[src/rtl/gpio_sw_debounce.sv]
// Switch input conditioner: per-bit synchroniser, stability-counter debounce,
// one-cycle rise/fall pulses and a sticky change mask cleared by an acknowledge.
module gpio_sw_debounce #(
  parameter int unsigned N_SW        = 12,
  parameter int unsigned SYNC_STAGES = 2,
  parameter int unsigned DEB_CYCLES  = 65535
) (
  input  logic            clk,
  input  logic            rst_n,
  input  logic [N_SW-1:0] sw_in,
  output logic [N_SW-1:0] sw_out,
  output logic [N_SW-1:0] sw_rise,
  output logic [N_SW-1:0] sw_fall,
  output logic            change_pending,
  output logic [N_SW-1:0] change_mask,
  input  logic            change_ack
);

  localparam int unsigned CNT_W = $clog2(DEB_CYCLES + 1);
  localparam logic [CNT_W-1:0] CNT_LAST = CNT_W'(DEB_CYCLES - 1);

  logic [N_SW-1:0]  sync_q [SYNC_STAGES];
  logic [N_SW-1:0]  sync;
  logic [CNT_W-1:0] cnt_q  [N_SW];
  logic [CNT_W-1:0] cnt_d  [N_SW];
  logic [N_SW-1:0]  sw_out_d;
  logic [N_SW-1:0]  upd;
  logic [N_SW-1:0]  change_mask_d;

  assign sync = sync_q[SYNC_STAGES-1];

  // Plain flop chain bringing the asynchronous pins into the clk domain.
  always_ff @(posedge clk or negedge rst_n) begin
    if (!rst_n) begin
      for (int s = 0; s < SYNC_STAGES; s++) begin
        sync_q[s] <= '0;
      end
    end else begin
      sync_q[0] <= sw_in;
      for (int s = 1; s < SYNC_STAGES; s++) begin
        sync_q[s] <= sync_q[s-1];
      end
    end
  end

  // Per-bit stability counter; any agreement with sw_out restarts the count.
  always_comb begin
    sw_out_d = sw_out;
    upd      = '0;
    for (int i = 0; i < N_SW; i++) begin
      cnt_d[i] = '0;
      if (sync[i] != sw_out[i]) begin
        if (cnt_q[i] == CNT_LAST) begin
          sw_out_d[i] = sync[i];
          upd[i]      = 1'b1;
        end else begin
          cnt_d[i] = cnt_q[i] + CNT_W'(1);
        end
      end
    end
  end

  // Ack clears old bits, but bits updating in the same cycle survive it.
  always_comb begin
    change_mask_d = (change_ack ? '0 : change_mask) | upd;
  end

  // Register debounced state, edge pulses and change tracking.
  always_ff @(posedge clk or negedge rst_n) begin
    if (!rst_n) begin
      for (int i = 0; i < N_SW; i++) begin
        cnt_q[i] <= '0;
      end
      sw_out         <= '0;
      sw_rise        <= '0;
      sw_fall        <= '0;
      change_mask    <= '0;
      change_pending <= 1'b0;
    end else begin
      for (int i = 0; i < N_SW; i++) begin
        cnt_q[i] <= cnt_d[i];
      end
      sw_out         <= sw_out_d;
      sw_rise        <= upd & sw_out_d;
      sw_fall        <= upd & ~sw_out_d;
      change_mask    <= change_mask_d;
      change_pending <= |change_mask_d;
    end
  end

endmodule

[config.mk]
export PLATFORM = sky130hd
export DESIGN_NAME = gpio_sw_debounce
export DESIGN_NICKNAME = d
export VERILOG_FILES = /design/src/rtl/gpio_sw_debounce.sv
export SDC_FILE = /design/constraint.sdc
export NUM_CORES = 1
export LEC_CHECK = 0
export CAP_MARGIN = 0
export CELL_PAD_IN_SITES_DETAIL_PLACEMENT = 0
export CELL_PAD_IN_SITES_GLOBAL_PLACEMENT = 2
export CORE_MARGIN = 2
export CORE_UTILIZATION = 36
export DETAILED_ROUTE_END_ITERATION = 7
export GPL_ROUTABILITY_DRIVEN = 0
export PLACE_DENSITY_LB_ADDON = 0.1
export SLEW_MARGIN = 0
export SYNTH_ARGS = -nofsm -noshare
export SYNTH_HDL_FRONTEND = slang
export SYNTH_SLANG_ARGS = --single-unit
[constraint.sdc]
create_clock -name clk -period 2.3 [get_ports clk]
set_input_delay 0.345 -clock clk [delete_from_list [all_inputs] [get_ports clk]]
set_output_delay 0.345 -clock clk [all_outputs]
set_load 0.02 [all_outputs]
==> flow_summary.yaml, run 1 <==
power_and_ir_drop:
  p_per_area_nw_per_um2: 688
  vdd_drop_max_mv: 0.552
  p_leak_nw: 6.68
sta:
  worstMarginPinSlew_ns: 0.568
  post-route-min-period_ns: 2.45
  post-route-period-util: 1.06
  clock-skew-final_ns: 0.0148
  fin_setup_tns_ns: -0.148
  setup_violations: 1
  maxSlewViolCount: 0
  clock.fmax_mhz: 408
  hold_viol: 0
  slew-limit-headroom: 0.618
  rsz0062_at_grt: "yes"
  layout_setup_ws_ns: -0.148
global_routing:
  antenna_found_initial: 0
  grt_pass1_wl_um: 40000
  grt_pass1_vias: 8101
  grt_overflow: 0
  grt_use_total: 0.145
  grt_max_degree: 55
layout:
  final_nets: 1313
  layout-drive-gt1-share: 0.161
  multi_input_area_um2: 4710
  final_common_cell: "dfrtp_1"
  fin_area_um2: 14600
  most-common-layout-cells: "265 x dfrtp_1, 218 x nor2_1, 127 x buf_4"
  nFillCells: 2971
  syn2layout_area_growth_pct: 27.5
  antenna_cells: 0
  final_cells: 1697
  seq_area_um2: 6630
routing:
  dr_total_vias: 7815
  drc: 0
  drtAntennaViolNets: 0
  first_iter_violations: 283
  drt-pass1-iter-count: 4
  routed_wl_um: 23400
  viasPerCell: 4.61
  wl_per_cell_um: 13.8
worst_setup_path:
  worst_setup_path_start_kind: "flop"
  crit_type: "reg2reg"
  cp.arrival_ns: 2.87
  endpoint_kind: "flop"
  slowest_delay_ns: 0.54
  required_ns: 2.72
  reg2reg_depth: 7
  critPathMostFrequentCell: "or4_4"
  slowest_stage: "or4_4"
  critPathMaxFanout: 2
  rrSetupSlack_ns: -0.15
  worstPathCellList: "ha_1 -> nand3_2 -> nor4_2 -> a22o_1 -> or4_4 -> or4_4 -> or4_4"
min_path:
  hold_class: "in2reg"
  min_path_cells: 1
synthesis:
  yosysWarnings: 0
  yosys.area.top_type: "dfrtp_1"
  post_synth.cell_area_avg_um2: 10.8
  syn_area_um2: 11500
  synth_area_leaders: "dfrtp_1 58%, xor2_1 8.6%, nor2_1 7.1%"
  ys_types: 35
  ys_seq_area_frac: 0.579
  netlist.area_leader.share: 0.579
  synthCells: 1066
  synth_seq_cells: 265
  syn_nets: 1105
clock_network:
  clkSinkCount: 265
  clock_latency_ns: 0.56
  ctsHtreeMaxLevel: 1
  cts-buffers-inserted: 31
  cts_root_buffer: "clkbuf_16"
  clock_path_buffers: 3
  cts_tree: "yes"
  clk_pin_slew_ns: 0.06
placement:
  dp.cells: 1640
  post_dp_cell_area_um2: 13500
  dp_hpwl_um: 16200
  portBuffers: 63
run:
  drv_cap: 0
outcome:
  violations: "negative setup slack"
  outcome: "finished, violations left"
floorplan:
  die-area_um2: 33300
  die_w_um: 182
  floorplan.initialDensity: 0.364
  row_count: 65
  die_y_um: 182
  io_pins: 64
  core_area_um2: 31500
==> area by class of cell <==
| type | count | share of cell area |
|---|---|---|
| timing repair buffer | 195 | 0.115 |
| tap | 402 | 0.0344 |
| clock buffer | 48 | 0.0636 |
| clock inverter | 6 | 0.00574 |
| sequential | 265 | 0.454 |
| inverter | 20 | 0.00514 |
| multi-input combinational | 761 | 0.322 |
==> cell families (layout without fill, tap and decap cells) <==
group / count (synthesis) / in the layout / synth area share
compound gates: 34 / 34 / 0.0188
flops: 265 / 265 / 0.579
buf+inv: 40 / 269 / 0.0140
fa+ha+maj: 24 / 24 / 0.0262
simple gates: 523 / 523 / 0.222
xor+xnor: 169 / 169 / 0.129
mux: 11 / 11 / 0.0108
==> what timing repair did <==
action	CTS	global route
pin swaps	2	5
hold buffers	1	0
gates resized for setup	1	7
hold endpoints to repair	47	0
setup endpoints to repair	1	1
setup buffers	0	2
==> state kept, by name (all words and copies together) (netlist names) <==
name,count
sync_q,12
cnt_q,192
change_pending,1
change_mask,12
sw_out,12
sw_fall,12
sw_rise,12
sync,12
==> final timing paths <==
| path | startpoint | endpoint |
|---|---|---|
| max in group asynchronous | rst_n | cnt_q[154] |
| min in group asynchronous | rst_n | cnt_q[2] |
| min | sw_in[9] | sync_q[21] |
| max reg2reg | cnt_q[65] | change_pending |
| max | cnt_q[65] | change_pending |
| min reg2reg | sync_q[16] | sync[4] |
==> stage by stage <==
| stage | setup slack [ns] | total power, mW | hold WS (ns) | util |
|---|---|---|---|---|
| final | -0.148 | 10.1 | 0.222 | 0.464 |
| after global routing | -0.246 | 10.5 | 0.206 | 0.464 |
| after floorplan | -0.101 | 5.03 | 0.0494 | - |
| after detailed placement | -0.545 | 5.30 | 0.303 | 0.430 |
| after global placement | -0.488 | 5.30 | 0.306 | 0.430 |
| after CTS | -0.203 | 10.2 | 0.194 | 0.463 |
==> critical path, delay by kind of cell, from the launching register on <==
| family | cells | cell delay (ns) |
|---|---|---|
| flip-flops | 1 | 0.39 |
| adder cells (fa/ha/maj) | 1 | 0.20 |
| AND/OR/NAND/NOR | 5 | 1.54 |
| AO/OA/AOI/OAI | 1 | 0.20 |
==> synthesized netlist by cell type, drive strengths merged <==
cell type	count
a21oi	11
a22o	4
a32o	2
a41o	1
and2	2
and3	21
and4	11
buf	3
clkbuf	17
dfrtp	265
ha	24
inv	20
mux2	11
nand2	76
nand2b	4
nand3	81
nand4	44
nor2	218
nor2b	2
nor3	11
nor3b	25
nor4	4
o21ai	12
o2bb2ai	4
or2	2
or3	13
or4	8
or4bb	1
xnor2	56
xor2	113
==> where the power goes <==
group          total (mW)  leakage [nW]  internal (mW)  switching (mW)
clock network        4.85         0.501           2.97            1.89
registers            4.79          3.62           4.74          0.0550
logic               0.411          2.56          0.161           0.250
==> metal layers <==
layer,vias to the layer above,part of all wire,GRT usage,wire length (um)
met4,0,0.021,0.0365,485
li1,3999,-,-,-
met3,33,0.036,0.0285,854
met2,80,0.46,0.242,10800
met5,-,0,0,0
met1,3703,0.48,0.196,11300
No activity file was read; power rests on OpenSTA's default activity.
==> inputs of run 2 (changes only) <==
Settings changed: CAP_MARGIN 0 to 20, SKIP_LAST_GASP set to 1.
==> run 2 against run 1 <==
  * The run still ends with negative setup slack left
  * Clock power about the same
  * Worst setup slack worse by 0.0070 ns
  * Largest power group unchanged
  * Cell area about the same
  * Largest cell class unchanged
  * Via count unchanged
  * Global-route usage unchanged
  * Cell count unchanged
  * Combinational power about the same
  * Sequential cell count unchanged
  * Critical path type unchanged
==> flow_summary.yaml, run 2 (synthesized netlist as in run 1, its figures left out) <==
routing:
  drtAntennaViolNets: 0
  routed_wl_um: 23400
  first_iter_violations: 289
  viasPerCell: 4.61
  drc: 0
  dr_total_vias: 7815
  drt-pass1-iter-count: 4
  wl_per_cell_um: 13.8
floorplan:
  floorplan.initialDensity: 0.364
  io_pins: 64
  row_count: 65
  die_w_um: 182
  core_area_um2: 31500
  die_y_um: 182
  die-area_um2: 33300
worst_setup_path:
  cp_top_family: "simple AND/OR/NAND/NOR gates"
  cp.arrival_ns: 2.88
  path_buf_inv: 1
  crit_type: "reg2reg"
  required_ns: 2.72
  slowest_delay_ns: 0.51
  endpoint_kind: "flop"
  worstPathCellList: "inv_1 -> ha_1 -> nand4_1 -> nor4_4 -> a22o_1 -> or4_4 -> or4_4 -> or4_4"
  critPathMostFrequentCell: "or4_4"
  slowest_stage: "or4_4"
  rrSetupSlack_ns: -0.16
  worst_setup_path_start_kind: "flop"
  critPathMaxFanout: 2
sta:
  clock-skew-final_ns: 0.0148
  post-route-period-util: 1.07
  rsz0062_at_grt: "yes"
  worstMarginPinSlew_ns: 0.568
  layout_setup_ws_ns: -0.155
  fin_setup_tns_ns: -0.155
  post-route-min-period_ns: 2.46
  hold_viol: 0
  slew-limit-headroom: 0.618
  clock.fmax_mhz: 407
  setup_violations: 1
  maxSlewViolCount: 0
min_path:
  hold_class: "in2reg"
global_routing:
  met1_usage: 0.196
  grt_pass1_vias: 8101
  grt_use_total: 0.145
  grt_overflow: 0
  grt_util_met3: 0.0285
  grt_max_degree: 55
  grt_pass1_wl_um: 40000
  top_usage_layer: "met2"
  grtUsageMet2: 0.242
  antenna_found_initial: 0
clock_network:
  clkSinkCount: 265
  clk_pin_slew_ns: 0.06
  cts_root_buffer: "clkbuf_16"
  cts_tree: "yes"
  cts-buffers-inserted: 31
  ctsHtreeMaxLevel: 1
  clock_latency_ns: 0.56
  clock_path_buffers: 3
layout:
  final_common_cell: "dfrtp_1"
  layout-drive-gt1-share: 0.160
  regMostFlops: "cnt_q"
  most-common-layout-cells: "265 x dfrtp_1, 218 x nor2_1, 127 x buf_4"
  syn2layout_area_growth_pct: 27.5
  final_util: 0.464
  antenna_cells: 0
  fin_area_um2: 14600
  largest_reg_flops: 192
  nFillCells: 2971
  final_nets: 1313
placement:
  dp_slack_ns: -0.545
  portBuffers: 63
  dp_hpwl_um: 16200
  post_dp_cell_area_um2: 13500
outcome:
  violations: "negative setup slack"
  outcome: "finished, violations left"
run:
  drv_cap: 0
power_and_ir_drop:
  p_per_area_nw_per_um2: 688
  p_leak_nw: 6.68
  vdd_drop_max_mv: 0.552
## run 2: worst paths after layout
check,startpoint,end,depth (start not counted)
max,cnt_q[160],change_pending,8
min,sw_in[9],sync_q[21],1
max reg2reg,cnt_q[160],change_pending,8
min reg2reg,sync_q[16],sync[4],0
max in group asynchronous,rst_n,cnt_q[154],3
min in group asynchronous,rst_n,cnt_q[2],2
## run 2: area by class of cell
cell class,instances,area (um2),area share
repair buffers,195,1680,0.115
clock buffers,48,930,0.0636
multi-input cells,761,4710,0.322
well taps,402,503,0.0344
inverters,20,75.1,0.00514
flip-flops and latches,265,6630,0.454
clock inverters,6,83.8,0.00574
## run 2: through the flow
stage / std cells / hold slack [ns] / power, mW
after floorplan: 1066 / 0.0494 / 5.03
after global placement: 1640 / 0.306 / 5.30
after detailed placement: 1640 / 0.303 / 5.30
after CTS: 1695 / 0.194 / 10.2
after global routing: 1697 / 0.206 / 10.5
final: 1697 / 0.222 / 10.1
## run 2: routing by layer
layer  up-vias  wire (um)
met5         -          0
met3        33        853
met1      3703      11300
li1       3999          -
met4         0        485
met2        80      10800
## run 2: worst reg2reg max path, cell delays in order (launching register included)
cell,delay (ns)
dfrtp_1,0.34
inv_1,0.04
ha_1,0.19
nand4_1,0.13
nor4_4,0.06
a22o_1,0.20
or4_4,0.51
or4_4,0.43
or4_4,0.42
## run 2: what timing repair did
item                                    in CTS  in global routing
hold endpoints to repair                    47                  0
buffers inserted                             0                  2
hold buffers                                 1                  0
resized for setup                            1                  6
pin swaps                                    2                  5
endpoints found under the setup margin       1                  1
## run 2: power breakdown
| group | total [mW] | switching, mW | leakage (nW) | internal [mW] |
|---|---|---|---|---|
| sequential | 4.79 | 0.0550 | 3.62 | 4.74 |
| clock | 4.85 | 1.89 | 0.501 | 2.97 |
| combinational | 0.411 | 0.250 | 2.56 | 0.161 |
| total | 10.1 | 2.19 | 6.68 | 7.86 |
